[config.mk]
export PLATFORM = sky130hd
export DESIGN_NAME = video_stream_arbiter
export DESIGN_NICKNAME = d
export VERILOG_FILES = /design/src/rtl/video_stream_arbiter.sv
export SDC_FILE = /design/constraint.sdc
export NUM_CORES = 1
export LEC_CHECK = 0
export ABC_AREA = 1
export BUFFER_PORTS_ARGS = -buffer_cell sky130_fd_sc_hd__buf_2
export CELL_PAD_IN_SITES_DETAIL_PLACEMENT = 0
export CELL_PAD_IN_SITES_GLOBAL_PLACEMENT = 1
export CORE_MARGIN = 2
export CORE_UTILIZATION = 32
export CTS_CLUSTER_SIZE = 24
export DETAILED_ROUTE_END_ITERATION = 8
export PLACE_DENSITY_LB_ADDON = 0.15
export SETUP_SLACK_MARGIN = 0.3
export SLEW_MARGIN = 40
export SYNTH_ARGS = -nofsm -noshare
export SYNTH_HDL_FRONTEND = slang
export SYNTH_SLANG_ARGS = --single-unit
[constraint.sdc]
create_clock -name clk -period 4.89 [get_ports clk]
set_clock_uncertainty 0.05 [all_clocks]
set_input_delay 0.7335 -clock clk [delete_from_list [all_inputs] [get_ports clk]]
set_output_delay 0.7335 -clock clk [all_outputs]
set_load 0.05 [all_outputs]
[src/rtl/video_stream_arbiter.sv]
// Two-source packet arbiter feeding one video stream: grants whole packets (SOP..EOP),
// latches the granted source's frame geometry, and discards stray non-SOP beats while idle.
module video_stream_arbiter #(
    parameter int unsigned DATA_WIDTH = 8
) (
    input  logic                  clk,
    input  logic                  rst_n,
    input  logic [1:0]            sel_mode,
    input  logic [15:0]           s0_width,
    input  logic [15:0]           s0_height,
    input  logic [3:0]            s0_interlaced,
    input  logic [15:0]           s1_width,
    input  logic [15:0]           s1_height,
    input  logic [3:0]            s1_interlaced,
    input  logic [DATA_WIDTH-1:0] din0_data,
    input  logic                  din0_valid,
    input  logic                  din0_startofpacket,
    input  logic                  din0_endofpacket,
    output logic                  din0_ready,
    input  logic [DATA_WIDTH-1:0] din1_data,
    input  logic                  din1_valid,
    input  logic                  din1_startofpacket,
    input  logic                  din1_endofpacket,
    output logic                  din1_ready,
    output logic [DATA_WIDTH-1:0] dout_data,
    output logic                  dout_valid,
    output logic                  dout_startofpacket,
    output logic                  dout_endofpacket,
    input  logic                  dout_ready,
    output logic [15:0]           video_width,
    output logic [15:0]           video_height,
    output logic [3:0]            video_interlaced,
    output logic [1:0]            grant,
    output logic [15:0]           drop_cnt
);

    typedef enum logic [2:0] {
        StIdle = 3'b001,
        StGnt0 = 3'b010,
        StGnt1 = 3'b100
    } state_e;

    state_e      state_q;
    logic        last_q;  // 1 = source 1 was granted last
    logic [1:0]  grant_q;
    logic [15:0] width_q;
    logic [15:0] height_q;
    logic [3:0]  interlaced_q;
    logic [15:0] drop_q;

    logic        req0, req1, pick0, pick1;
    logic        drop0, drop1;
    logic [16:0] drop_sum;
    logic [15:0] drop_d;
    logic        eop0_done, eop1_done;

    always_comb begin
        req0      = din0_valid & din0_startofpacket & ((sel_mode == 2'd0) | (sel_mode == 2'd1));
        req1      = din1_valid & din1_startofpacket & ((sel_mode == 2'd0) | (sel_mode == 2'd2));
        // On a tie the source not granted last wins
        pick0     = req0 & (~req1 | last_q);
        pick1     = req1 & ~pick0;
        drop0     = din0_valid & ~din0_startofpacket;
        drop1     = din1_valid & ~din1_startofpacket;
        drop_sum  = {1'b0, drop_q} + 17'(drop0) + 17'(drop1);
        drop_d    = drop_sum[16] ? 16'hFFFF : drop_sum[15:0];
        eop0_done = din0_valid & dout_ready & din0_endofpacket;
        eop1_done = din1_valid & dout_ready & din1_endofpacket;
    end

    // Idle holds SOP beats at their source and swallows anything else that is valid
    always_comb begin
        dout_data          = '0;
        dout_valid         = 1'b0;
        dout_startofpacket = 1'b0;
        dout_endofpacket   = 1'b0;
        din0_ready         = ~(din0_valid & din0_startofpacket);
        din1_ready         = ~(din1_valid & din1_startofpacket);
        case (state_q)
            StGnt0: begin
                dout_data          = din0_data;
                dout_valid         = din0_valid;
                dout_startofpacket = din0_startofpacket;
                dout_endofpacket   = din0_endofpacket;
                din0_ready         = dout_ready;
                din1_ready         = 1'b0;
            end
            StGnt1: begin
                dout_data          = din1_data;
                dout_valid         = din1_valid;
                dout_startofpacket = din1_startofpacket;
                dout_endofpacket   = din1_endofpacket;
                din0_ready         = 1'b0;
                din1_ready         = dout_ready;
            end
            default: ;
        endcase
    end

    always_ff @(posedge clk or negedge rst_n) begin
        if (!rst_n) begin
            state_q      <= StIdle;
            last_q       <= 1'b1;
            grant_q      <= 2'b00;
            width_q      <= '0;
            height_q     <= '0;
            interlaced_q <= '0;
            drop_q       <= '0;
        end else begin
            case (state_q)
                StIdle: begin
                    drop_q <= drop_d;
                    if (pick0) begin
                        state_q      <= StGnt0;
                        grant_q      <= 2'b01;
                        last_q       <= 1'b0;
                        width_q      <= s0_width;
                        height_q     <= s0_height;
                        interlaced_q <= s0_interlaced;
                    end else if (pick1) begin
                        state_q      <= StGnt1;
                        grant_q      <= 2'b10;
                        last_q       <= 1'b1;
                        width_q      <= s1_width;
                        height_q     <= s1_height;
                        interlaced_q <= s1_interlaced;
                    end
                end
                StGnt0: begin
                    if (eop0_done) begin
                        state_q <= StIdle;
                        grant_q <= 2'b00;
                    end
                end
                StGnt1: begin
                    if (eop1_done) begin
                        state_q <= StIdle;
                        grant_q <= 2'b00;
                    end
                end
                default: begin
                    state_q <= StIdle;
                    grant_q <= 2'b00;
                end
            endcase
        end
    end

    assign grant            = grant_q;
    assign video_width      = width_q;
    assign video_height     = height_q;
    assign video_interlaced = interlaced_q;
    assign drop_cnt         = drop_q;

endmodule

After elaboration in Yosys (flattened, before gate mapping)
Cells that the tools add are included.

Register bits: 58. Word-level logic and storage cells: 67. Output and inout port bits: 67.

Equality and inequality tests: 8. Reduce and logical (&&, ||, !) cells: 4. Mux-type cells: 25. Bitwise operators: 21. Add/sub/neg operators: 2.

Operators by type and width (number): 16-bit two-way mux (5); 16-bit by 1-bit adder with 17-bit output (1); 17-bit by 1-bit adder with 17-bit output (1); 8-bit one-hot mux with 2 select lines (1); 1-bit AND (12); 3-bit two-way mux (4); 1-bit one-hot mux with 2 select lines (5); 3-bit one-hot mux with 3 select lines (1); 2-bit two-way mux (4); 4-bit two-way mux (2); 1-bit inverter (6); 2-bit one-hot mux with 3 select lines (1); 2-bit != test, second input constant (2); 3-bit by 1-bit equality test with 1-bit output, second input constant (1); 3-bit by 2-bit equality test with 1-bit output, second input constant (1); 3-bit equality test, second input constant (1); 3-bit != test, second input constant (1); 1-bit bitwise OR (3); 3-bit AND reduction (1); 2-bit by 1-bit equality test with 1-bit output, second input constant (1); 2-bit equality test, second input constant (1); 2-bit logical NOT (1); 1-bit two-way mux (2); 2-bit AND reduction (1); 2-bit nonzero test (1).

Logic depth before layout (Yosys ltp)
Depth after elaboration: 11. Mapped depth: 10. Mapped depth without buffers: 10.

Worst setup path before layout
OpenSTA, ideal clock, no wires.

Kind: input to output. From: in dout_ready. To: out din0_ready. Slack: 2223 ps. Required time: 4107 ps. Data arrival time: 1883 ps. Stages on the path: 2. Cell sequence: inv_1 > o21ai_0.

Cells in the longest elaborated chain, start to end: 1.

RTL lines: from (decl) (RTL line 29) `input logic dout_ready,`; 1-bit one-hot mux with 2 select lines (RTL line 79) `case (state_q)`; to (decl) (RTL line 19) `output logic din0_ready,`.

No other way between the ends.

Worst setup path after layout
From: reg state_q[2]. To: out din0_ready.

Cells in the longest elaborated chain, start to end: 2. Elaborated cells on any way between the ends: 3. Those cells by class: eq/ne: 2; mux: 1.

RTL lines: from (decl) (RTL line 43) `state_e state_q;`; from (signal assigned) (RTL line 102) `state_q <= StIdle;`; from (signal assigned) (RTL line 114) `state_q <= StGnt0;`; from (signal assigned) (RTL line 121) `state_q <= StGnt1;`; 3-bit equality test / 3-bit by 2-bit equality test with 1-bit output (equally long branches) (RTL line 79); 1-bit one-hot mux with 2 select lines * (RTL line 79).

Mark *: on every way between the ends. The rest lies on a longest branch, timed or not.

==> key figures <==
Worst setup path
  – WP buf/inv: 2
  – Arrival @ worst endpoint: ~2.1 ns
  – R2R setup slack: 2.59 ns
  – CP Cell Sequence: nor3_2, inv_1, o21ai_0, buf_2
  – Critical path's slowest cell: nor3_2
  – CP top delay family: simple AND/OR/NAND/NOR gates
  – Crit path kind: flop to primary output
  – Crit path capture type: primary output
  – CP max stage delay: between 0.5 and 0.6 ns
  – Critical Path RT: between 4 and 5 ns
  – CP Launch Type: flop
  – CP max FO: 11

Clocking
  – Hold_buf cts: 0
  – Setup bufs post-CTS: 0
  – CTS root buffer: clkbuf_8
  – Clock buffers created by TritonCTS: 5
  – # clock sinks: between 50 and 60
  – Clk_lat worst skew: 0.30 ns
  – CTS Buffer Depth: 2
  – CTS tree: yes
  – CTS clk-pin slew, worst paths: 0.10 ns
  – Htree depth: 2
  – Post_cts resized: 0

Synth
  – Distinct cells, synth: 28
  – Post-Synthesis Cell Area: around 0.0031 sq mm
  – Synth top cells by count: nand2_1, dfrtp_1, nor2_1, inv_1, nand3_1
  – Yosys warns: 0
  – Yosys top cell area share: 43.5%
  – Synth Instances: between 400 and 500
  – Leading area contributor after synthesis: dfrtp_1
  – Top-count cell post-synth: nand2_1
  – Syn avg cell area: 6.90 sq um
  – Ys async rst share: between 90% and 100%
  – Primary FF master, synth: dfrtp_1
  – Seq cells post-synth: 56
  – Synth Net Count: around 550
  – Register area share after synthesis: between 40% and 50%
  – Synth top area cells: dfrtp_1, nand2_1, nor2_1
  – Post-synth EDFFs: 0

Finish
  – Finished Cell Area: between 0.004 and 0.005 sq mm
  – Area grow syn2layout: 32.2%
  – # diodes: 0
  – Layout cells sized above 1: a little under a third
  – # nets final: between 700 and 800

Drt
  – Wire length per cell: approximately 12 um
  – First-pass DRT Iterations: 4
  – Total wire length: between 8000 and 9000 um
  – Starting DRT DRC Count: 65
  – Vias per cell: ~4.4
  – Detail Route Antenna Nets: 0
  – DRC: 0
  – Via count: 3233

STA
  – Max-slew violations: 0
  – Final hold violation count: 0
  – Final setup fails: 0
  – Period utilization: between 50% and 60%
  – Relative slew slack: 52.4%
  – Worst-Margin Slew: around 0.71 ns
  – RSZ-0062 raised after global routing: no
  – Final setup TNS: 0 ns
  – Min Tclk post-route: roughly 2.9 ns
  – Max Freq: approximately 350 MHz

Floorplanning
  – I/O pins: around 170
  – Die area: between 0.01 and 0.015 sq mm
  – Die Y-Extent: between 100 and 150 um
  – Core area: between 0.009 and 0.01 sq mm
  – FP Rows: 35
  – Starting Density: 33.3%
  – Die W: ~100 um

Run status
  – Outcome: finished clean

Placement
  – PortBufs: 165
  – Gpl congestion: roughly 0.8
  – Dpl cell area: between 0.004 and 0.005 sq mm
  – HPWL Detailed: approximately 6400 um

GRT
  – Vias in the first global route: between 3000 and 4000
  – Grt met1 use: 21.3%
  – Largest net degree at the start of global routing: between 50 and 60
  – GR Layer Usage met3: under 10%
  – Most Used Layer, Global Route: met2
  – Global Route Usage Sum: about 17%
  – First-pass GRT wire length: 14100 um
  – Initial antenna violation count: 0
  – Gr ovfl total: 0
  – Routing usage on met2: 28.9%

Power and ir drop
  – Peak supply drop: about 200 uV
  – Leakage: 2.46 nW
  – Pwr dens: between 400 and 500 mW/mm^2

Hold path
  – HP Class: flop to flop

Run
  – Max_cap viols: 0
## flip-flops by register name, summed over array words and instances (netlist names)
name,count
drop_cnt,16
video_height,16
video_width,16
video_interlaced,4
state_q,3
last_q,1
## where the power goes
| part | internal (mW) | switching (mW) | total, mW |
|---|---|---|---|
| clock network | 0.102 | 0.148 | 0.250 |
| registers | 0.618 | 0.0995 | 0.717 |
| logic | 0.243 | 0.814 | 1.06 |
| total | 0.963 | 1.06 | 2.02 |
## worst register-to-register path, cell delays in order (launching register included)
cell,delay (ns)
dfstp_2,0.56
inv_1,0.08
nor3_4,0.27
o21ai_2,0.09
buf_4,0.26
inv_2,0.57
nand2_1,0.17
o21ai_0,0.15
## layout by cell type (no fill, tap or decap)
master	n
dfstp_2	2
nor3_4	1
nand4_1	3
fa_1	1
buf_4	3
dfrtp_1	54
clkbuf_1	1
nor2_1	27
xor2_1	3
or2_2	2
xnor2_1	2
o22ai_1	3
a21oi_1	2
nand3b_1	1
buf_2	165
nor3_1	3
o21ai_0	10
a22o_1	8
inv_2	2
o21ai_2	1
nand2_2	1
inv_1	24
clkbuf_8	5
nor3_2	1
clkinvlp_4	1
clkinv_4	1
a21boi_0	2
nand3_1	18
clkinv_1	1
nand2_1	260
ha_1	1
## worst paths after layout
| check | startpoint | cells after the start | to |
|---|---|---|---|
| max in group asynchronous | rst_n | 2 | drop_cnt[6] |
| worst min-delay path | video_width[4] | 2 | video_width[4] |
| worst min register to register | video_width[4] | 2 | video_width[4] |
| worst max-delay path | state_q[2] | 4 | din0_ready |
| min in group asynchronous | rst_n | 2 | video_width[15] |
| worst max register to register | state_q[0] | 7 | state_q[2] |
## kinds of logic after synthesis
family | share of synthesized area (%)
fa+ha+maj | 1.05
compound gates | 5.56
simple gates | 40.2
buf+inv | 6.57
xor+xnor | 1.41
flops | 45.2
## final cells by class
| cell class | count | area, sq um |
|---|---|---|
| flip-flops and latches | 56 | 1400 |
| inverters | 27 | 101 |
| well taps | 129 | 161 |
| clock inverters | 2 | 16.3 |
| repair buffers | 168 | 848 |
| clock buffers | 6 | 72.6 |
| fillers | 1040 | 5220 |
| multi-input cells | 350 | 1500 |
## per-stage QoR
stage / power, mW / hold WS (ns) / utilization, % / setup WS (ns) / cells
after CTS: 2.06 / 0.439 / 44.0 / 1.99 / 738
after floorplan: 1.50 / 0.388 / - / 2.22 / 450
after detailed placement: 1.79 / 0.410 / 43.1 / 2.33 / 730
after global placement: 1.78 / 0.407 / 43.0 / 1.98 / 730
after global routing: 2.15 / 0.453 / 44.0 / 1.87 / 738
final: 2.02 / 0.433 / 44.0 / 2.01 / 738
## layer usage
layer  vias up  part of all wire, %
met4         0                  1.3
met1      1435                   45
met2        88                   47
met3        10                  6.4
li1       1700                    -
met5         -                    0
(Power assumes the default switching activity.)
